File: config.mk
export PLATFORM = sky130hd
export DESIGN_NAME = bcd_2of5_serial_tx
export DESIGN_NICKNAME = d
export VERILOG_FILES = /design/src/rtl/bcd_2of5_serial_tx.sv
export SDC_FILE = /design/constraint.sdc
export NUM_CORES = 1
export LEC_CHECK = 0
export ABC_AREA = 1
export BUFFER_PORTS_ARGS = -buffer_cell sky130_fd_sc_hd__buf_2
export CELL_PAD_IN_SITES_DETAIL_PLACEMENT = 1
export CELL_PAD_IN_SITES_GLOBAL_PLACEMENT = 2
export CORE_MARGIN = 10
export CORE_UTILIZATION = 33
export DETAILED_ROUTE_END_ITERATION = 12
export PLACE_DENSITY_LB_ADDON = 0.1
export SLEW_MARGIN = 20
export SYNTH_ARGS = -nofsm -noshare
export SYNTH_HDL_FRONTEND = slang
export SYNTH_SLANG_ARGS = --single-unit
File: constraint.sdc
create_clock -name clk -period 7.2 [get_ports clk]
set_input_delay 0.72 -clock clk [delete_from_list [all_inputs] [get_ports clk]]
set_output_delay 0.72 -clock clk [all_outputs]
set_load 0.01 [all_outputs]
File: src/rtl/bcd_2of5_serial_tx.sv
// Serial POSTNET-style frame sender: latches NDIG BCD digits on start and shifts out
// start bar, 2-of-5 coded digits (MSD first), coded mod-10 check digit and end bar.
module bcd_2of5_serial_tx #(
    parameter int unsigned NDIG       = 5,
    parameter int unsigned BIT_CYCLES = 1
) (
    input  logic              clk,
    input  logic              rst,
    input  logic              start,
    input  logic [4*NDIG-1:0] digits,
    output logic              ready,
    output logic              ser_out,
    output logic              ser_valid,
    output logic              done,
    output logic              err
);

    localparam int unsigned DW    = 4 * NDIG;
    localparam int unsigned DIG_W = (NDIG > 1) ? $clog2(NDIG) : 1;
    localparam int unsigned CYC_W = (BIT_CYCLES > 1) ? $clog2(BIT_CYCLES) : 1;
    localparam int unsigned SUM_W = 8;

    typedef enum logic [2:0] {
        S_IDLE,
        S_START_BAR,
        S_DIGITS,
        S_CHECK,
        S_END_BAR
    } state_t;

    function automatic logic [4:0] enc_2of5(input logic [3:0] d);
        logic [4:0] c;
        case (d)
            4'd0:    c = 5'b11000;
            4'd1:    c = 5'b00011;
            4'd2:    c = 5'b00101;
            4'd3:    c = 5'b00110;
            4'd4:    c = 5'b01001;
            4'd5:    c = 5'b01010;
            4'd6:    c = 5'b01100;
            4'd7:    c = 5'b10001;
            4'd8:    c = 5'b10010;
            4'd9:    c = 5'b10100;
            default: c = 5'b00000;
        endcase
        return c;
    endfunction

    state_t             state_q, state_d;
    logic [CYC_W-1:0]   cyc_q, cyc_d;
    logic [DIG_W-1:0]   dig_q, dig_d;
    logic [2:0]         bit_q, bit_d;
    logic [DW-1:0]      data_q, data_d;
    logic [3:0]         chk_q, chk_d;
    logic               ready_q, ready_d;
    logic               ser_out_q, ser_out_d;
    logic               ser_valid_q, ser_valid_d;
    logic               done_q, done_d;
    logic               err_q, err_d;

    logic               in_bad;
    logic [SUM_W-1:0]   in_sum;
    logic [SUM_W-1:0]   in_rem;
    logic [3:0]         in_chk;
    logic [3:0]         cur_digit;
    logic [4:0]         cur_code;

    // Validate incoming digits and precompute the check digit at accept time
    always_comb begin
        in_bad = 1'b0;
        in_sum = '0;
        for (int i = 0; i < int'(NDIG); i++) begin
            if (digits[4*i +: 4] > 4'd9) in_bad = 1'b1;
            in_sum = in_sum + SUM_W'(digits[4*i +: 4]);
        end
        in_rem = in_sum % SUM_W'(10);
        in_chk = (in_rem == '0) ? 4'd0 : 4'(SUM_W'(10) - in_rem);
    end

    always_ff @(posedge clk) begin
        if (rst) begin
            state_q     <= S_IDLE;
            cyc_q       <= '0;
            dig_q       <= '0;
            bit_q       <= 3'd4;
            data_q      <= '0;
            chk_q       <= '0;
            ready_q     <= 1'b1;
            ser_out_q   <= 1'b0;
            ser_valid_q <= 1'b0;
            done_q      <= 1'b0;
            err_q       <= 1'b0;
        end else begin
            state_q     <= state_d;
            cyc_q       <= cyc_d;
            dig_q       <= dig_d;
            bit_q       <= bit_d;
            data_q      <= data_d;
            chk_q       <= chk_d;
            ready_q     <= ready_d;
            ser_out_q   <= ser_out_d;
            ser_valid_q <= ser_valid_d;
            done_q      <= done_d;
            err_q       <= err_d;
        end
    end

    // Next state: cyc counts the hold time of the current bit, then the bit pointer advances
    always_comb begin
        state_d = state_q;
        cyc_d   = cyc_q;
        dig_d   = dig_q;
        bit_d   = bit_q;
        data_d  = data_q;
        chk_d   = chk_q;
        if (state_q == S_IDLE) begin
            if (start && !in_bad) begin
                state_d = S_START_BAR;
                cyc_d   = '0;
                dig_d   = '0;
                bit_d   = 3'd4;
                data_d  = digits;
                chk_d   = in_chk;
            end
        end else if (cyc_q != CYC_W'(BIT_CYCLES - 1)) begin
            cyc_d = cyc_q + CYC_W'(1);
        end else begin
            cyc_d = '0;
            case (state_q)
                S_START_BAR: begin
                    state_d = S_DIGITS;
                    dig_d   = '0;
                    bit_d   = 3'd4;
                end
                S_DIGITS: begin
                    if (bit_q != 3'd0) begin
                        bit_d = bit_q - 3'd1;
                    end else if (dig_q == DIG_W'(NDIG - 1)) begin
                        state_d = S_CHECK;
                        bit_d   = 3'd4;
                    end else begin
                        dig_d = dig_q + DIG_W'(1);
                        bit_d = 3'd4;
                    end
                end
                S_CHECK: begin
                    if (bit_q != 3'd0) bit_d = bit_q - 3'd1;
                    else               state_d = S_END_BAR;
                end
                default: state_d = S_IDLE;
            endcase
        end
    end

    // Outputs are registered from the next-state view so they align with the state they describe
    always_comb begin
        cur_digit = '0;
        for (int i = 0; i < int'(NDIG); i++) begin
            if (dig_d == DIG_W'(i)) cur_digit = data_d[4*(int'(NDIG)-1-i) +: 4];
        end
        cur_code    = (state_d == S_CHECK) ? enc_2of5(chk_d) : enc_2of5(cur_digit);
        ready_d     = (state_d == S_IDLE);
        ser_valid_d = (state_d != S_IDLE);
        ser_out_d   = 1'b0;
        case (state_d)
            S_START_BAR, S_END_BAR: ser_out_d = 1'b1;
            S_DIGITS, S_CHECK:      ser_out_d = cur_code[bit_d];
            default:                ser_out_d = 1'b0;
        endcase
        done_d = (state_q == S_END_BAR) && (state_d == S_IDLE);
        err_d  = (state_q == S_IDLE) && start && in_bad;
    end

    assign ready     = ready_q;
    assign ser_out   = ser_out_q;
    assign ser_valid = ser_valid_q;
    assign done      = done_q;
    assign err       = err_q;

endmodule

==> results.md <==
* Status: finished clean
* H-tree depth at 2
* Initial drt markers at 95
* Fin. Hold Viols at 0
* Skew-Pair Late Insertion Delay at 0.29 ns
* Top cell type's share of synthesized area at 23.43%
* Routed Antenna Nets at 0
* Most frequent cells in the layout: 97 x nand2_1, 82 x inv_1, 67 x nor2_1
* CTS tree: yes
* Seq/Total Area, Yosys at 23.43%
* Number of diodes at 0
* Initial Utilization at 33.53%
* Syn Std Cell Area at 0.003247 sq mm
* Max incr delay on CP at 0.60 ns
* DIE AREA at 0.01421 sq mm
* Final setup TNS at 0 ns
* Leakage at 1.885 nW
* Filler Cell Count at 1290
* Post-CTS setup buffer count at 0
* Slew @ Worst Pin at 0.7017 ns
* # IOs at 28
* P&R area growth vs syn at 10.87%
* Average wire per standard cell at 13.38 microns
* GP Congestion at 0.8117
* M2 GR Usage at 20.47%
* Syn. warnings at 0
* Reg clk slew, reported paths at 0.08 ns
* Worst Hold Class: reg2reg
* Async SR Flop Fraction at 0%
* Busiest layer in global routing: met2
* DR DRC count at 0
* Largest area contributor in the netlist: dfxtp_1
* Final period utilization at 83.24%
* CP max stage cell: fa_1
* Cells after DPL at 646
* Max Cap Viol at 0
* Power per cell area at 331.6 mW/mm^2
* Setup CP Type: in2reg
* Post-CTS Resized at 0
* Final setup fails at 0
* Clock root cell: clkbuf_8
* CTS buffer count at 5
* Longest Clk Path Bufs at 2
* Headroom to the max-slew limit at 53.22%
* Most used cell, CP: nand2_1
* Distinct cell type count after synthesis at 39
* Worst-path fanout max at 4
* Flops & latches, synth at 38
* Complex-gate fraction of the synthesized area at 12.18%
* Syn avg cell area at 6.586 sq um
* Met1 Track Usage GR at 17.47%
* Hold_buf cts at 0
* Largest delay contributor family on the critical path: adder cells
* GR Util met3 at 1.889%
* Vias in the first global route at 3142
* Multiplexer share of the synthesized area at 1.850%
* Slew Limit Fails at 0
* Critical Path RT at 7.39 ns
* WP buf/inv at 7
* Post-route cell area at 0.003600 sq mm
* Detailed Routing Iterations Pass 1 at 4
* Via-to-Cell Ratio at 4.603
* Vias at 3006
* Largest net degree at the start of global routing at 35
* Clk sinks at 38
* Cell Rows at 36
* Port Buf Inserts at 27
* Commonest non-fill, non-tap cell in the layout: nand2_1
* Crit path DAT at 6.18 ns
* Crit start category: primary input
* Fin cells at 653
* Synth Area in XOR/XNOR at 0.8092%
* Total wire length at 8.739 mm
* Fin crit period at 5.993 ns
* Fmax at 0.1669 GHz
* Post-DP HPWL at 7.195 mm
* Core area at 0.009684 sq mm
* Main combinational cell family by area after synthesis: simple AND/OR/NAND/NOR gates
* Overall Global Routing Usage at 12.64%
* Die W at 119.2 microns
* Synth Net Count at 550
* Placed cell area at 0.003523 sq mm
* First-pass GRT wire length at 15.24 mm
* Fraction of layout cells with a size suffix above 1 at 14.62%
* Initial antenna violation count at 0
* Synth Area in Adders at 15.65%
* Die height at 119.2 microns
* Global route overflow at 0
* Synth Flop Type: dfxtp_1
* RSZ-0062 raised after global routing: no
* Crit end category: flip-flop
* Post-route clock skew at 0.004511 ns
* Synth area leaders: dfxtp_1 23%, nand2_1 11%, inv_1 9.5%, ha_1 8.9%, nor2_1 7.7%
* # nets final at 577
* Post-synthesis simple-gate area fraction at 34.80%
* Worst IR Drop VDD at 0.1351 mV
* Synthesized instance count at 493
* Number of synthesized flops with an enable pin at 0
==> cells by family after synthesis <==
| group | count (synthesis) |
|---|---|
| AO/OA/AOI/OAI | 68 |
| XOR/XNOR | 3 |
| adder cells (fa/ha/maj) | 34 |
| buffers and inverters | 97 |
| flip-flops | 38 |
| multiplexers | 6 |
| AND/OR/NAND/NOR | 247 |
==> registers in the layout (all words and copies together), names as in the netlist, 3 cells and up <==
signal   flops
dig_q        3
data_q      20
chk_q        4
state_q      3
bit_q        3
==> synth_stat cells (6+ instances only) <==
library cell and n:
nor2_1 67, nand3_1 36, nand2_1 97, inv_2 7, o21ai_0 28, mux2i_1 6
a21oi_1 12, fa_1 11, or2_2 13, dfxtp_1 38, inv_1 82, ha_1 23
o21ai_1 7, nand2_2 10, nand3_2 6
==> path summary, 6_finish.rpt <==
kind / from / to / slack, ns / depth (start not counted)
worst max-delay path: digits[1] / ser_out$_SDFF_PP0_ / 1.21 / 41
worst min-delay path: data_q[8]$_SDFF_PP0_ / data_q[8]$_SDFF_PP0_ / 0.50 / 2
worst max register to register: state_q[0]$_SDFF_PP0_ / ser_out$_SDFF_PP0_ / 3.51 / 20
worst min register to register: data_q[8]$_SDFF_PP0_ / data_q[8]$_SDFF_PP0_ / 0.50 / 2
==> layer usage <==
metal	vias to the layer above	wire (microns)
met5	-	0
met4	0	51
met3	4	133
met2	21	3913
met1	1371	4642
li1	1610	-
==> where the power goes <==
group	switching [mW]	leakage, nW	internal, mW
Combinational	0.548	1.54	0.283
Sequential	0.00209	0.308	0.218
Clock	0.0752	0.0383	0.0668
Total	0.626	1.89	0.568
==> worst register-to-register path: cells and delay by family (launching register included) <==
| family | cells | cell delay [ns] |
|---|---|---|
| AOI/OAI and AO/OA | 6 | 0.92 |
| adders and majority gates | 1 | 0.22 |
| DFF | 1 | 0.42 |
| muxes | 1 | 0.10 |
| and+or+nand+nor | 8 | 1.03 |
| buffers and inverters | 4 | 0.93 |
==> layout make-up <==
type	instances	area [sq um]	area share, %
multi-input combinational	358	2120	58.88
clock buffer	7	76.32	2.120
tap	133	166.4	4.623
timing repair buffer	28	142.6	3.962
inverter	89	334.1	9.280
sequential	38	760.7	21.13
==> through the flow <==
step	total power, mW	hold WS, ns	worst slack [ns]	utilization [%]
after floorplan	0.9047	0.4606	1.614	-
after global placement	1.055	0.4769	0.9333	36.38
after detailed placement	1.067	0.4903	0.8788	36.38
after CTS	1.215	0.5077	1.170	37.17
after global routing	1.343	0.5259	0.7256	37.17
final	1.194	0.5014	1.207	37.17
No activity file was read; power rests on OpenSTA's default activity.
